[src/rtl/axil_csr_fifo_slave.sv]
// AXI4-Lite slave exposing read/write CSRs and word FIFOs in both directions (PS->PL, PL->PS).
// Unmapped words respond DECERR. Full-FIFO pushes and empty-FIFO pops respond SLVERR.
module axil_csr_fifo_slave #(
    parameter int C_S_AXI_DATA_WIDTH = 32,
    parameter int C_S_AXI_ADDR_WIDTH = 10,
    parameter int C_NUM_CSR          = 4,
    parameter int C_NUM_FIFO         = 1,
    parameter int C_FIFO_DEPTH       = 4
) (
    input  logic                                         aclk,
    input  logic                                         areset,
    input  logic [C_S_AXI_ADDR_WIDTH-1:0]                s_axi_awaddr,
    input  logic [2:0]                                   s_axi_awprot,
    input  logic                                         s_axi_awvalid,
    output logic                                         s_axi_awready,
    input  logic [C_S_AXI_DATA_WIDTH-1:0]                s_axi_wdata,
    input  logic [C_S_AXI_DATA_WIDTH/8-1:0]              s_axi_wstrb,
    input  logic                                         s_axi_wvalid,
    output logic                                         s_axi_wready,
    output logic [1:0]                                   s_axi_bresp,
    output logic                                         s_axi_bvalid,
    input  logic                                         s_axi_bready,
    input  logic [C_S_AXI_ADDR_WIDTH-1:0]                s_axi_araddr,
    input  logic [2:0]                                   s_axi_arprot,
    input  logic                                         s_axi_arvalid,
    output logic                                         s_axi_arready,
    output logic [C_S_AXI_DATA_WIDTH-1:0]                s_axi_rdata,
    output logic [1:0]                                   s_axi_rresp,
    output logic                                         s_axi_rvalid,
    input  logic                                         s_axi_rready,
    output logic [C_NUM_CSR*C_S_AXI_DATA_WIDTH-1:0]      csr_o,
    output logic [C_NUM_FIFO*C_S_AXI_DATA_WIDTH-1:0]     ps2pl_data_o,
    output logic [C_NUM_FIFO-1:0]                        ps2pl_v_o,
    input  logic [C_NUM_FIFO-1:0]                        ps2pl_yumi_i,
    input  logic [C_NUM_FIFO*C_S_AXI_DATA_WIDTH-1:0]     pl2ps_data_i,
    input  logic [C_NUM_FIFO-1:0]                        pl2ps_v_i,
    output logic [C_NUM_FIFO-1:0]                        pl2ps_ready_o
);

    localparam int DW  = C_S_AXI_DATA_WIDTH;
    localparam int NB  = DW / 8;
    localparam int LSB = $clog2(NB);
    localparam int IW  = C_S_AXI_ADDR_WIDTH - LSB;
    localparam int PW  = $clog2(C_FIFO_DEPTH);
    localparam int CW  = PW + 1;
    localparam int N   = C_NUM_CSR;
    localparam int F   = C_NUM_FIFO;

    typedef enum logic [1:0] {
        RESP_OKAY   = 2'b00,
        RESP_SLVERR = 2'b10,
        RESP_DECERR = 2'b11
    } resp_e;

    logic [DW-1:0] csr_q      [N];
    logic [DW-1:0] ps2pl_mem  [F][C_FIFO_DEPTH];
    logic [DW-1:0] pl2ps_mem  [F][C_FIFO_DEPTH];
    logic [PW-1:0] ps2pl_wptr [F], ps2pl_rptr [F];
    logic [PW-1:0] pl2ps_wptr [F], pl2ps_rptr [F];
    logic [CW-1:0] ps2pl_cnt  [F], pl2ps_cnt  [F];

    logic          wr_ready_q, rd_ready_q;
    logic          bvalid_q, rvalid_q;
    resp_e         bresp_q, rresp_q;
    logic [DW-1:0] rdata_q;

    logic          wr_fire, rd_fire;
    logic [IW-1:0] w_idx, r_idx;
    resp_e         wr_resp, rd_resp;
    logic [DW-1:0] rd_data;
    logic [N-1:0]  csr_we;
    logic [F-1:0]  ps2pl_push, ps2pl_pop, pl2ps_push, pl2ps_pop;

    // Protection bits and byte-offset address bits carry no meaning here.
    logic unused_bits;
    assign unused_bits = ^{s_axi_awprot, s_axi_arprot, s_axi_awaddr[LSB-1:0], s_axi_araddr[LSB-1:0]};

    assign s_axi_awready = wr_ready_q;
    assign s_axi_wready  = wr_ready_q;
    assign s_axi_arready = rd_ready_q;
    assign s_axi_bvalid  = bvalid_q;
    assign s_axi_bresp   = bresp_q;
    assign s_axi_rvalid  = rvalid_q;
    assign s_axi_rresp   = rresp_q;
    assign s_axi_rdata   = rdata_q;

    assign wr_fire = wr_ready_q & s_axi_awvalid & s_axi_wvalid;
    assign rd_fire = rd_ready_q & s_axi_arvalid;
    assign w_idx   = s_axi_awaddr[C_S_AXI_ADDR_WIDTH-1:LSB];
    assign r_idx   = s_axi_araddr[C_S_AXI_ADDR_WIDTH-1:LSB];

    // NOTE: every always_comb output gets a default first so no path can infer a latch.
    always_comb begin
        csr_we     = '0;
        ps2pl_push = '0;
        wr_resp    = RESP_DECERR;
        for (int i = 0; i < N; i++) begin
            if (w_idx == IW'(i)) begin
                csr_we[i] = wr_fire;
                wr_resp   = RESP_OKAY;
            end
        end
        for (int f = 0; f < F; f++) begin
            if (w_idx == IW'(N + f)) begin
                wr_resp       = (ps2pl_cnt[f] == CW'(C_FIFO_DEPTH)) ? RESP_SLVERR : RESP_OKAY;
                ps2pl_push[f] = wr_fire & (ps2pl_cnt[f] != CW'(C_FIFO_DEPTH));
            end
            if (w_idx == IW'(N + F + f) || w_idx == IW'(N + 2*F + f)) begin
                wr_resp = RESP_OKAY;
            end
        end
    end

    always_comb begin
        rd_data   = '0;
        rd_resp   = RESP_DECERR;
        pl2ps_pop = '0;
        for (int i = 0; i < N; i++) begin
            if (r_idx == IW'(i)) begin
                rd_data = csr_q[i];
                rd_resp = RESP_OKAY;
            end
        end
        for (int f = 0; f < F; f++) begin
            if (r_idx == IW'(N + f)) begin
                rd_data = DW'(CW'(C_FIFO_DEPTH) - ps2pl_cnt[f]);
                rd_resp = RESP_OKAY;
            end
            if (r_idx == IW'(N + F + f)) begin
                if (pl2ps_cnt[f] != '0) begin
                    rd_data      = pl2ps_mem[f][pl2ps_rptr[f]];
                    rd_resp      = RESP_OKAY;
                    pl2ps_pop[f] = rd_fire;
                end else begin
                    rd_resp = RESP_SLVERR;
                end
            end
            if (r_idx == IW'(N + 2*F + f)) begin
                rd_data = DW'(pl2ps_cnt[f]);
                rd_resp = RESP_OKAY;
            end
        end
    end

    always_comb begin
        csr_o         = '0;
        ps2pl_data_o  = '0;
        ps2pl_v_o     = '0;
        pl2ps_ready_o = '0;
        ps2pl_pop     = '0;
        pl2ps_push    = '0;
        for (int i = 0; i < N; i++) csr_o[i*DW +: DW] = csr_q[i];
        for (int f = 0; f < F; f++) begin
            ps2pl_data_o[f*DW +: DW] = ps2pl_mem[f][ps2pl_rptr[f]];
            ps2pl_v_o[f]     = (ps2pl_cnt[f] != '0);
            ps2pl_pop[f]     = ps2pl_yumi_i[f] & ps2pl_v_o[f];
            pl2ps_ready_o[f] = (pl2ps_cnt[f] != CW'(C_FIFO_DEPTH)) & ~areset;
            pl2ps_push[f]    = pl2ps_v_i[f] & pl2ps_ready_o[f];
        end
    end

    // NOTE: sequential state uses non-blocking assignments so every flop samples pre-edge values.
    always_ff @(posedge aclk) begin
        if (areset) begin
            wr_ready_q <= 1'b0;
            rd_ready_q <= 1'b0;
            bvalid_q   <= 1'b0;
            rvalid_q   <= 1'b0;
            bresp_q    <= RESP_OKAY;
            rresp_q    <= RESP_OKAY;
            rdata_q    <= '0;
            for (int i = 0; i < N; i++) csr_q[i] <= '0;
            for (int f = 0; f < F; f++) begin
                ps2pl_wptr[f] <= '0; ps2pl_rptr[f] <= '0; ps2pl_cnt[f] <= '0;
                pl2ps_wptr[f] <= '0; pl2ps_rptr[f] <= '0; pl2ps_cnt[f] <= '0;
            end
        end else begin
            wr_ready_q <= s_axi_awvalid & s_axi_wvalid & ~bvalid_q & ~wr_ready_q;
            rd_ready_q <= s_axi_arvalid & ~rvalid_q & ~rd_ready_q;

            if (wr_fire) begin
                bvalid_q <= 1'b1;
                bresp_q  <= wr_resp;
            end else if (s_axi_bready) begin
                bvalid_q <= 1'b0;
            end

            if (rd_fire) begin
                rvalid_q <= 1'b1;
                rresp_q  <= rd_resp;
                rdata_q  <= rd_data;
            end else if (s_axi_rready) begin
                rvalid_q <= 1'b0;
            end

            for (int i = 0; i < N; i++) begin
                for (int b = 0; b < NB; b++) begin
                    if (csr_we[i] && s_axi_wstrb[b]) csr_q[i][b*8 +: 8] <= s_axi_wdata[b*8 +: 8];
                end
            end

            for (int f = 0; f < F; f++) begin
                if (ps2pl_push[f]) ps2pl_wptr[f] <= ps2pl_wptr[f] + PW'(1);
                if (ps2pl_pop[f])  ps2pl_rptr[f] <= ps2pl_rptr[f] + PW'(1);
                case ({ps2pl_push[f], ps2pl_pop[f]})
                    2'b10:   ps2pl_cnt[f] <= ps2pl_cnt[f] + CW'(1);
                    2'b01:   ps2pl_cnt[f] <= ps2pl_cnt[f] - CW'(1);
                    default: ;
                endcase
                if (pl2ps_push[f]) pl2ps_wptr[f] <= pl2ps_wptr[f] + PW'(1);
                if (pl2ps_pop[f])  pl2ps_rptr[f] <= pl2ps_rptr[f] + PW'(1);
                case ({pl2ps_push[f], pl2ps_pop[f]})
                    2'b10:   pl2ps_cnt[f] <= pl2ps_cnt[f] + CW'(1);
                    2'b01:   pl2ps_cnt[f] <= pl2ps_cnt[f] - CW'(1);
                    default: ;
                endcase
            end
        end
    end

    // NOTE: FIFO storage is deliberately left unreset; the pointers and counts define validity.
    always_ff @(posedge aclk) begin
        for (int f = 0; f < F; f++) begin
            if (ps2pl_push[f]) ps2pl_mem[f][ps2pl_wptr[f]] <= s_axi_wdata;
            if (pl2ps_push[f]) pl2ps_mem[f][pl2ps_wptr[f]] <= pl2ps_data_i[f*DW +: DW];
        end
    end

endmodule
[config.mk]
export PLATFORM = sky130hd
export DESIGN_NAME = axil_csr_fifo_slave
export DESIGN_NICKNAME = d
export VERILOG_FILES = /design/src/rtl/axil_csr_fifo_slave.sv
export SDC_FILE = /design/constraint.sdc
export NUM_CORES = 1
export LEC_CHECK = 0
export ABC_AREA = 0
export CAP_MARGIN = 20
export CORE_MARGIN = 2
export CORE_UTILIZATION = 50
export DETAILED_ROUTE_END_ITERATION = 6
export HOLD_SLACK_MARGIN = 0.03
export PLACE_DENSITY = 0.85
export SYNTH_ARGS = -nofsm -noshare
export SYNTH_HDL_FRONTEND = slang
export SYNTH_SLANG_ARGS = --single-unit
[constraint.sdc]
create_clock -name aclk -period 3.6 [get_ports aclk]
set_input_delay 0.36 -clock aclk [delete_from_list [all_inputs] [get_ports aclk]]
set_output_delay 0.36 -clock aclk [all_outputs]
set_load 0.02 [all_outputs]
==> Flow_metrics.wiki <==
{| class="wikitable"
! Metric !! Value
|-
| Delay of the slowest cell on the worst path || slightly below 600 ps
|-
| Total via count after detailed routing || roughly 11000
|-
| Clock transition time at the flip-flop clock pins of the worst setup and hold paths || around 60 ps
|-
| Final Hold Vio Count || 0
|-
| Critical setup path kind || reg -> out
|-
| Synthesis-stage register bit count || roughly 440
|-
| Overflow after GRT || 0
|-
| Most numerous cell types in the synthesized netlist || 398 x edfxtp_1, 134 x and2_1, 64 x mux4_2, 62 x nor2b_1, 59 x o22ai_1
|-
| Post-Synthesis Cells || approximately 1100
|-
| P_leak || a little under 8 nW
|-
| Number of iterations in the first detailed-routing pass || 7
|-
| Summed instance area of the synthesized netlist || around 18000 µm²
|-
| Per-cell routed wire length || about 25 µm
|-
| Filler Cells Inserted || 2471
|-
| Startpoint Class || flop
|-
| Type of element capturing the critical path || output port
|-
| Switching portion of total power || 0.227
|-
| Top post-synthesis cells by area || edfxtp_1 66%, mux4_2 8.0%, and2_1 4.6%, dfxtp_1 4.4%, nor2b_1 2.1%
|-
| Net count of the mapped netlist || ~1200
|-
| Final slew viol count || 0
|-
| Tightest slew margin relative to the limit || 0.445
|-
| Number of placed instances, taps included || approximately 1800
|-
| Vias per cell || slightly below 6
|-
| Total GRT Usage || 0.248
|-
| Weighted congestion reported at the end of routability-driven placement || 0.905
|-
| Post-synth cell types || 58
|-
| Source-to-sink clock delay at the later pin of the worst-skew pair || between 500 and 600 ps
|-
| Max Clock Freq || 354 MHz
|-
| Standard-cell rows || 69
|-
| Buffers plus inverters on the worst setup path || 2
|-
| Largest buffer count on any clock path || 3
|-
| Clock tree from TritonCTS || yes
|-
| R2R cell count || 5
|-
| Count of cell instances traversed by the critical path || 3
|-
| Total half-perimeter wirelength after legalization and detailed placement || 33100 µm
|-
| Aggregate negative setup slack || 0 ps
|-
| Pin count of the biggest net entering global routing || 36
|-
| Largest driver fanout on the critical path || 32
|-
| Worst hold-check path type || in -> reg
|-
| Global-route wire length before repair || ~70000 µm
|-
| WL final || between 40000 and 50000 µm
|-
| Post-route clock period utilization || 0.784
|-
| Count of buffers from port buffering || 295
|-
| Peak supply drop || 438 µV
|-
| Number of buffers added by the clock tree synthesis step || 44
|-
| Standard cell core area || approximately 36000 µm²
|-
| Number of antenna violations at the first check in global routing || 7
|-
| Worst Path Arrival || 2460 ps
|-
| Net Switching || 2.57 mW
|-
| Chip Height || 194 µm
|-
| Residual DRC || 44
|-
| Top cell type by total area after synthesis || edfxtp_1
|-
| Clock power frac || 0.401
|-
| Die footprint || approximately 38000 µm²
|-
| Total number of H-tree levels || 2
|-
| Die width || ~200 µm
|-
| Root Buffer Master || clkbuf_16
|-
| Total of warnings raised by yosys || 0
|-
| Primary FF master, synth || edfxtp_1
|-
| Final setup violating endpoints || 0
|-
| Family of cells with the greatest summed delay on the critical path || buffers and inverters
|-
| Count of antenna-violating nets left after detailed routing || 0
|-
| Worst Hold Depth || 3
|-
| Status || finished, violations left
|-
| Transition time at the pin with the least slew margin || 830 ps
|-
| Starting density of the core || 0.508
|-
| Ratio of cells with drive above 1 in the final layout || 0.141
|-
| Sinks on the clock net || around 440
|-
| Required time at the endpoint of the critical path || around 3200 ps
|-
| # hold bufs at CTS || 0
|-
| Flop pwr share || 0.505
|-
| Area share of the leading cell type in the synthesized netlist || 0.660
|-
| Critical path cell sequence || buf_12, mux4_2, clkdlybuf4s50_1
|-
| Initial drt markers || between 900 and 1000
|-
| Avg Synthesized Cell Area || between 15 and 20 µm²
|-
| Setup repair after global routing missed its margin || false
|-
| Final cell count without fillers || 1886
|-
| Number of global-route vias before repair || roughly 11000
|-
| Post-Route Skew || approximately 17 ps
|-
| PD cells || 491 nW/µm²
|-
| Number of nets in the final layout || ~1500
|-
| Post-synth EDFFs || between 300 and 400
|-
| Seq/Total Area, Yosys || 0.704
|-
| Combinational Power Share || 0.094
|-
| Internal power summed over all cells || between 8 and 9 mW
|-
| Setup Fix Bufs, Post-CTS || 0
|-
| Syn-to-layout area delta || 27.4%
|-
| Post-synth ARST share || 0
|-
| Max-cap viol count || 0
|-
| Violated checks || DRC
|-
| Crit path time final || around 2800 ps
|-
| Count of boundary I/O pins || ~300
|-
| Resize count post-CTS || 0
|-
| Most numerous cell in the Yosys netlist || edfxtp_1
|-
| Library cell contributing the largest single delay on the critical path || mux4_2
|}
[path summary, 6_finish.rpt]
kind                     from           endpoint  slack (ps)
max          ps2pl_rptr[0][0]   ps2pl_data_o[25]         780
min           s_axi_araddr[3]     s_axi_rresp[0]         380
max reg2reg     s_axi_awready  ps2pl_mem[0][107]        1190
min reg2reg     s_axi_awready      s_axi_awready         460
[power groups by stage]
| stage | clock (mW) | sequential [mW] | combinational (mW) |
|---|---|---|---|
| CTS | 4.62 | 5.72 | 1.07 |
| finish | 4.55 | 5.72 | 1.07 |
| global placement | 0 | 5.82 | 1.04 |
| detailed placement | 0 | 5.82 | 1.07 |
| floorplan | 0 | 5.89 | 0.458 |
| global route | 4.82 | 5.72 | 1.13 |
[registers in the layout (all words and copies together), names as in the netlist, 2 cells and up]
register     cells
ps2pl_rptr       2
ps2pl_wptr       2
ps2pl_cnt        3
pl2ps_rptr       2
csr_q          128
pl2ps_wptr       2
ps2pl_mem      128
s_axi_rdata     32
s_axi_bresp      2
pl2ps_cnt        3
s_axi_rresp      2
pl2ps_mem      128
[cell families (layout without fill, tap and decap cells)]
kind of cell,Yosys count,count (layout),share of synthesized area
other cells,0,3,0
buf+inv,74,414,0.0182
xor+xnor,3,3,0.00145
fa+ha+maj,16,16,0.0111
mux,96,96,0.0974
simple gates,316,316,0.112
flops,438,438,0.704
compound gates,139,139,0.0559
[per-layer routing]
metal	up-vias	wire length, µm	global-route usage
met2	512	23000	0.416
met3	116	4380	0.0713
met1	5487	18000	0.308
met5	-	49	0
li1	4830	-	-
met4	8	1810	0.0937
[cell usage in the layout (no fill, tap or decap), types with 8 or more instances in the layout]
cell type / Yosys / routed
a21o_1: 17 / 17
a21oi_1: 12 / 12
a221o_1: 27 / 27
and2_1: 134 / 130
and3_1: 8 / 8
buf_4: 1 / 19
clkbuf_16: 0 / 44
clkdlybuf4s50_1: 0 / 291
dfxtp_1: 40 / 40
edfxtp_1: 398 / 398
ha_1: 16 / 16
inv_1: 14 / 14
mux2i_1: 30 / 30
mux4_2: 64 / 64
nand2_1: 18 / 18
nand2b_1: 9 / 9
nor2_1: 23 / 22
nor2_4: 13 / 13
nor2b_1: 62 / 62
nor3_1: 9 / 9
o22ai_1: 59 / 59
[per-stage QoR]
step / power, mW / hold slack, ps / instance area [µm²] / setup WS, ps / util
after global routing: 11.7 / 387 / 23100 / 662 / 0.647
final: 11.3 / 382 / 23100 / 779 / 0.647
after CTS: 11.4 / 359 / 23100 / 740 / 0.647
after floorplan: 6.34 / 459 / 18100 / 991 / -
after detailed placement: 6.89 / 443 / 21600 / 664 / 0.606
after global placement: 6.86 / 443 / 21600 / 733 / 0.606
[area by class of cell]
cell class | count | area [µm²] | share of cell area
multi-input cells | 570 | 5040 | 0.218
repair buffers | 320 | 3200 | 0.138
clock inverters | 24 | 244 | 0.0106
flip-flops and latches | 438 | 12800 | 0.552
clock buffers | 56 | 1220 | 0.0527
well taps | 461 | 577 | 0.0250
inverters | 14 | 52.6 | 0.00228
diodes | 3 | 7.51 | 0.000325
[tightest hold or removal path, cell delays in order]
cell	delay [ps]
buf_2	280
nand3_1	140
a311oi_1	90
(Power assumes the default switching activity.)
